===== src/rtl/switch_pkg.sv =====
// Shared types and constants for the switch-phase lock-in demodulator.
// Latency: n/a (declarations only).
// Backpressure: n/a (declarations only).
package switch_pkg;

    // Demodulator control states: waiting for a rising pwm edge, or integrating.
    typedef enum logic [0:0] {
        ALIGN = 1'b0,
        RUN   = 1'b1
    } state_e;

    // Upstream switch PWM: 2.083 kHz at 100 MHz, 50 % duty.
    localparam int PWM_HALF_PERIOD = 24000;
    localparam int PWM_PERIOD      = 2 * PWM_HALF_PERIOD;

    // Default window shaping.
    localparam int DEF_BLANK_SAMPLES = 4;
    localparam int DEF_NUM_PERIODS   = 16;

    // Per-phase sample counters.
    localparam int              COUNT_W   = 16;
    localparam logic [COUNT_W-1:0] COUNT_MAX = '1;

endpackage


===== src/rtl/demod_accumulator.sv =====
// Per-phase signed accumulator with a saturating sample counter and sticky saturation flag.
// Latency: one cycle from add_en/clear to acc/count/sat.
// Backpressure: none; accepts one sample per cycle.
//
// Ports:
//   clk, rst  - clock, synchronous active-high reset
//   clear     - restart the window; if add_en is also high the sample seeds the new window
//   add_en    - add sample (sign-extended) and bump count
//   sample    - signed input sample
//   acc       - running sum (wraps; sized by the parent so it never does in practice)
//   count     - samples added this window, saturating at all-ones
//   sat       - an increment was attempted while count was already saturated
module demod_accumulator
    import switch_pkg::*;
#(
    parameter int SAMPLE_W = 16,
    parameter int ACC_W    = 40
) (
    input  logic                       clk,
    input  logic                       rst,
    input  logic                       clear,
    input  logic                       add_en,
    input  logic signed [SAMPLE_W-1:0] sample,
    output logic signed [ACC_W-1:0]    acc,
    output logic        [COUNT_W-1:0]  count,
    output logic                       sat
);

    logic signed [ACC_W-1:0]   acc_q, acc_d;
    logic        [COUNT_W-1:0] count_q, count_d;
    logic                      sat_q, sat_d;

    logic signed [ACC_W-1:0]   acc_base;
    logic        [COUNT_W-1:0] count_base;
    logic                      sat_base;
    logic signed [ACC_W-1:0]   sample_ext;

    always_comb begin
        sample_ext = {{(ACC_W-SAMPLE_W){sample[SAMPLE_W-1]}}, sample};

        // Clear zeroes the starting point so a coincident add seeds the new window.
        acc_base   = clear ? '0   : acc_q;
        count_base = clear ? '0   : count_q;
        sat_base   = clear ? 1'b0 : sat_q;

        acc_d   = acc_base;
        count_d = count_base;
        sat_d   = sat_base;

        if (add_en) begin
            acc_d = acc_base + sample_ext;
            if (count_base == COUNT_MAX) begin
                sat_d = 1'b1;
            end else begin
                count_d = count_base + COUNT_W'(1);
            end
        end
    end

    always_ff @(posedge clk) begin
        if (rst) begin
            acc_q   <= '0;
            count_q <= '0;
            sat_q   <= 1'b0;
        end else begin
            acc_q   <= acc_d;
            count_q <= count_d;
            sat_q   <= sat_d;
        end
    end

    assign acc   = acc_q;
    assign count = count_q;
    assign sat   = sat_q;

endmodule


===== src/rtl/switch_demodulator.sv =====
// Chopper lock-in: integrates samples per pwm phase over NUM_PERIODS periods, emits hi-minus-lo.
// Latency: window-closing rising edge in cycle E -> result/result_valid registered in E+1.
// Backpressure: none; one sample per cycle, result_valid is a one-cycle pulse that cannot stall.
//
// Ports:
//   clk, rst                    - clock, synchronous active-high reset (also clears latched outputs)
//   enable                      - low drops the partial window and forces realignment
//   pwm                         - switch phase, same clock domain
//   sample_data / sample_valid  - signed ADC sample and its qualifier
//   result                      - acc_hi - acc_lo of the last completed window
//   count_hi / count_lo         - samples integrated per phase in the last window
//   result_valid                - pulses when result/counts/overflow update
//   overflow                    - a phase count saturated during the last window
//   aligned                     - high while a window is being integrated
module switch_demodulator
    import switch_pkg::*;
#(
    parameter int SAMPLE_W      = 16,
    parameter int ACC_W         = 40,
    parameter int BLANK_SAMPLES = DEF_BLANK_SAMPLES,
    parameter int NUM_PERIODS   = DEF_NUM_PERIODS
) (
    input  logic                       clk,
    input  logic                       rst,
    input  logic                       enable,
    input  logic                       pwm,
    input  logic signed [SAMPLE_W-1:0] sample_data,
    input  logic                       sample_valid,
    output logic signed [ACC_W-1:0]    result,
    output logic        [COUNT_W-1:0]  count_hi,
    output logic        [COUNT_W-1:0]  count_lo,
    output logic                       result_valid,
    output logic                       overflow,
    output logic                       aligned
);

    localparam int BLANK_W = (BLANK_SAMPLES > 0) ? $clog2(BLANK_SAMPLES + 1) : 1;
    localparam int PER_W   = (NUM_PERIODS > 1)   ? $clog2(NUM_PERIODS)       : 1;
    localparam logic [BLANK_W-1:0] BLANK_LOAD = BLANK_W'(BLANK_SAMPLES);
    localparam logic [PER_W-1:0]   PER_LAST   = PER_W'(NUM_PERIODS - 1);

    state_e                    state_q, state_d;
    logic                      pwm_q;
    logic [BLANK_W-1:0]        blank_q, blank_d;
    logic [PER_W-1:0]          period_q, period_d;

    logic signed [ACC_W-1:0]   result_q;
    logic        [COUNT_W-1:0] count_hi_q, count_lo_q;
    logic                      result_valid_q, overflow_q, aligned_q;

    logic                      rise, fall, pwm_edge;
    logic                      align_now, active, window_close;
    logic [BLANK_W-1:0]        blank_eff;
    logic                      take, acc_clear, add_hi, add_lo;

    logic signed [ACC_W-1:0]   acc_hi, acc_lo;
    logic        [COUNT_W-1:0] cnt_hi, cnt_lo;
    logic                      sat_hi, sat_lo;

    always_comb begin
        rise     = pwm & ~pwm_q;
        fall     = ~pwm & pwm_q;
        pwm_edge = rise | fall;

        // The aligning edge is treated like any RUN edge, so its sample is the
        // first blanked sample of the first high phase.
        align_now    = (state_q == ALIGN) && enable && rise;
        active       = ((state_q == RUN) && enable) || align_now;
        window_close = (state_q == RUN) && enable && rise && (period_q == PER_LAST);

        // An edge-cycle sample already belongs to the new phase, so the reload
        // value is what it is tested against.
        blank_eff = pwm_edge ? BLANK_LOAD : blank_q;
        take      = active && sample_valid && (blank_eff == '0);

        blank_d = '0;
        if (active) begin
            if (sample_valid && (blank_eff != '0)) begin
                blank_d = blank_eff - BLANK_W'(1);
            end else begin
                blank_d = blank_eff;
            end
        end

        // Clearing on the closing edge still lets that cycle's sample seed the
        // next window through the accumulator's clear-with-add path.
        acc_clear = !active || align_now || window_close;
        add_hi    = take & pwm;
        add_lo    = take & ~pwm;

        period_d = period_q;
        if (acc_clear) begin
            period_d = '0;
        end else if (rise) begin
            period_d = period_q + PER_W'(1);
        end

        state_d = state_q;
        case (state_q)
            ALIGN:   state_d = align_now ? RUN : ALIGN;
            RUN:     state_d = enable ? RUN : ALIGN;
            default: state_d = ALIGN;
        endcase
    end

    always_ff @(posedge clk) begin
        if (rst) begin
            state_q        <= ALIGN;
            pwm_q          <= 1'b0;
            blank_q        <= '0;
            period_q       <= '0;
            result_q       <= '0;
            count_hi_q     <= '0;
            count_lo_q     <= '0;
            result_valid_q <= 1'b0;
            overflow_q     <= 1'b0;
            aligned_q      <= 1'b0;
        end else begin
            state_q        <= state_d;
            pwm_q          <= pwm;
            blank_q        <= blank_d;
            period_q       <= period_d;
            aligned_q      <= (state_d == RUN);
            result_valid_q <= window_close;
            if (window_close) begin
                result_q   <= acc_hi - acc_lo;
                count_hi_q <= cnt_hi;
                count_lo_q <= cnt_lo;
                overflow_q <= sat_hi | sat_lo;
            end
        end
    end

    demod_accumulator #(
        .SAMPLE_W (SAMPLE_W),
        .ACC_W    (ACC_W)
    ) u_acc_hi (
        .clk    (clk),
        .rst    (rst),
        .clear  (acc_clear),
        .add_en (add_hi),
        .sample (sample_data),
        .acc    (acc_hi),
        .count  (cnt_hi),
        .sat    (sat_hi)
    );

    demod_accumulator #(
        .SAMPLE_W (SAMPLE_W),
        .ACC_W    (ACC_W)
    ) u_acc_lo (
        .clk    (clk),
        .rst    (rst),
        .clear  (acc_clear),
        .add_en (add_lo),
        .sample (sample_data),
        .acc    (acc_lo),
        .count  (cnt_lo),
        .sat    (sat_lo)
    );

    assign result       = result_q;
    assign count_hi     = count_hi_q;
    assign count_lo     = count_lo_q;
    assign result_valid = result_valid_q;
    assign overflow     = overflow_q;
    assign aligned      = aligned_q;

endmodule


===== config.mk =====
export PLATFORM = sky130hd
export DESIGN_NAME = switch_demodulator
export DESIGN_NICKNAME = d
export VERILOG_FILES = /design/src/rtl/switch_pkg.sv /design/src/rtl/demod_accumulator.sv /design/src/rtl/switch_demodulator.sv
export SDC_FILE = /design/constraint.sdc
export NUM_CORES = 1
export LEC_CHECK = 0
export BUFFER_PORTS_ARGS = -buffer_cell sky130_fd_sc_hd__buf_2
export CAP_MARGIN = 15
export CORE_MARGIN = 5
export CORE_UTILIZATION = 30
export CTS_CLUSTER_DIAMETER = 200
export DETAILED_ROUTE_END_ITERATION = 6
export HOLD_SLACK_MARGIN = 0.1
export PLACE_DENSITY = 0.49
export SLEW_MARGIN = 20
export SYNTH_ARGS = -nofsm -noshare
export SYNTH_HDL_FRONTEND = slang
export SYNTH_SLANG_ARGS = --single-unit

===== constraint.sdc =====
create_clock -name clk -period 10.4 [get_ports clk]
set_clock_uncertainty 0.2 [all_clocks]
set_input_delay 0 -clock clk [delete_from_list [all_inputs] [get_ports clk]]
set_output_delay 0 -clock clk [all_outputs]
set_load 0.05 [all_outputs]

==> out/metrics.csv <==
stage,metric,value,unit
setup_path,cp_max_fo,44,
global_routing,overflow,0,
clock_network,insertion_delay,460,ps
global_routing,antenna_found_initial,0,
synthesis,synth_cell_types,73,
floorplan,io_pins,96,
power,cellLeakagePower,0.00665,uW
global_routing,grt_pass1_vias,12400,
clock_network,cts_hold_buf,25,
route,firstDrtPassIters,5,
clock_network,tritoncts,built,
placement,dp_slack,5620,ps
route,via_per_inst,5.07,
placement,dp_hpwl,30100,microns
finish,syn2layout_area_growth,13.5,%
setup_path,timing.critical_path.mode_cell,o21ai_0,
global_routing,grt_pass1_wl,66000,microns
synthesis,synth_seq_cells,197,
floorplan,dieArea,0.0510,sq mm
timing,period_share,0.465,
timing,setup_viol,0,
synthesis,synth_top_area_share,0.282,
global_routing,grtUsageMet3,0.0182,
synthesis,synth.top_cells.by_count,"288 x nand2_1, 223 x a21oi_1, 197 x dfxtp_1, 197 x nor2_1, 123 x ha_1",
finish,antenna_cells,0,
route,drtIter0Drc,604,
timing,slew-limit-headroom,0.417,
clock_network,cts.repair.resized,0,
timing,hold_violations,0,
finish,fin_cells,2560,
setup_path,crit_chain,"inv_1, ha_1, nand4_1, nand3_2, buf_4, nor2_1, ha_1, o21ai_0, o21ai_0, a41oi_2, o211ai_1, a41oi_1, o311ai_1, a311oi_1, xor2_1, o21ai_0",
synthesis,dominantRegCellSynth,dfxtp_1,
synthesis,async_reset_ff_frac,0,
status,outcome,"finished, final reports clean",
floorplan,die_w,226,microns
power,power,1690,uW
floorplan,die_h,226,microns
clock_network,clockBufferDepth,2,
timing,setup_ws,5570,ps
synthesis,synth_top_area_cell,dfxtp_1,
timing,period_needed,4830,ps
setup_path,cp.required,10520,ps
clock_network,cts.clk_slew.worst_paths,70,ps
route,vias,13000,
setup_path,critPathSlowestCell,a41oi_1,
finish,fin_nets,2088,
global_routing,grtUsageTotal,0.159,
floorplan,rows,79,
setup_path,critPathTopFamily,compound AO/OA/AOI/OAI gates,
synthesis,avgSynthCellArea,7.44,sq um
setup_path,crit_type,flop to flop,
floorplan,coreArea,0.0464,sq mm
route,wl,40800,microns
timing,tns,0,ps
setup_path,end_kind,flop,
clock_network,cts_made_buffers,17,
setup_path,startpoint_type,flop,
timing,tightest_slew,871,ps
min_path,hold_depth,5,
timing,slew_violations,0,
placement,placed_cells,2504,
synthesis,synth_edf_count,0,
run,drv_cap,0,
placement,gp_congestion,0.859,
timing,max_freq,207,MHz
setup_path,critPathArrivalTime,4950,ps
finish,utilization,0.342,
finish,drive_gt1_frac,0.0829,
setup_path,cp.depth,16,
clock_network,postCtsSetupRepairBufs,0,
placement,numPortBuffers,95,
power,ir_worst_vdd,0.000108,V
global_routing,grt_max_degree,72,
timing,grt_setup_unrepaired,no,
clock_network,ctsHtreeMaxLevel,4,
global_routing,top_usage_layer,met2,
synthesis,ys_warn_count,0,
finish,fillCellCount,4936,
clock_network,clockRootBuffer,clkbuf_16,
global_routing,met1_usage,0.228,
synthesis,synth_area_leaders,"dfxtp_1 28%, ha_1 11%, a21oi_1 8.0%",
setup_path,crit_path_max_incr_delay,510,ps
global_routing,grt_util_met2,0.250,
synthesis,syn-cell-area,0.0140,sq mm
route,drc,0,
synthesis,synth-seq-area-share,0.282,
route,post_drt_wl_per_cell,15.9,microns
min_path,hp-class,input port to flop,
power,p_per_area,107,mW/mm^2
setup_path,path_buf_inv,2,
synthesis,synth_most_common_cell,nand2_1,
clock_network,numClockSinks,197,
route,detail-route-antenna-nets,0,
floorplan,initial_core_util,0.302,
synthesis,synth_nets,2025,
synthesis,synth_cells,1878,
setup_path,rr_worst_depth,16,
## worst paths after layout
kind	start	endpoint	slack, ps
hold / removal	sample_data[15]	u_acc_lo.acc[39]	210
setup reg to reg	pwm_q	u_acc_lo.acc[33]	5570
hold reg to reg	count_hi[6]	count_hi[6]	250
setup / recovery	pwm_q	u_acc_lo.acc[33]	5570
## kinds of logic after synthesis
group / share of synthesized area
AND/OR/NAND/NOR: 0.239
multiplexers: 0.00430
flip-flops: 0.282
AO/OA/AOI/OAI: 0.238
buffers and inverters: 0.0439
XOR/XNOR: 0.0783
adder cells (fa/ha/maj): 0.114
## worst register-to-register path, stage by stage, from the launching register on
cell      delay (ps)
dfxtp_1          310
inv_1             50
ha_1             290
nand4_1          280
nand3_2          150
buf_4            490
nor2_1           180
ha_1             360
o21ai_0          260
o21ai_0          200
a41oi_2          440
o211ai_1         170
a41oi_1          510
o311ai_1         200
a311oi_1         310
xor2_1           200
o21ai_0          100
## layout by cell type, fill, tap and decap left out, drive strengths merged, types with 14 or more instances in the layout
cell,instances
dfxtp,197
nand4,31
and3,21
nor2,197
a21oi,224
ha,123
and2,47
nor3,31
a31oi,15
nand3,34
buf,108
clkbuf,21
inv,75
dlygate4sd3,25
a211oi,24
a21o,66
o21bai,16
nand2,288
xor2,55
o21ai,82
or3,14
nand2b,26
xnor2,70
nor2b,16
## power by group
group,total (uW),switching [uW],internal (uW)
combinational,207,128,78.6
sequential,759,2.22,757
clock,729,312,417
total,1690,443,1250
## layout make-up
class                      instances  area [sq um]  area share
clock buffer                      21           460      0.0290
timing repair buffer             133           826      0.0520
tap                              607           759      0.0478
inverter                          73           274      0.0173
multi-input combinational       1519          9440       0.595
sequential                       197          3940       0.248
clock inverter                    10           170      0.0107
## flip-flops by register name (all words and copies together) (netlist names)
register        count
u_acc_hi.sat        1
overflow            1
result_valid        1
period_q            4
u_acc_hi.count     16
u_acc_lo.sat        1
result             40
u_acc_lo.acc       40
aligned             1
pwm_q               1
u_acc_lo.count     16
u_acc_hi.acc       40
count_hi           16
count_lo           16
blank_q             3
## per-stage QoR
| stage | instance area (sq um) | hold slack [ps] |
|---|---|---|
| floorplan | 14000 | -33.5 |
| finish | 15900 | 212 |
| global placement | 15000 | 139 |
| detailed placement | 15000 | 156 |
| global route | 15900 | 242 |
| CTS | 15900 | 176 |
## layer usage
layer,up-vias,share of wire
met1,6020,0.51
met4,0,0.017
met2,217,0.43
met3,33,0.040
li1,6714,-
met5,-,0
No activity file was read; power rests on OpenSTA's default activity.
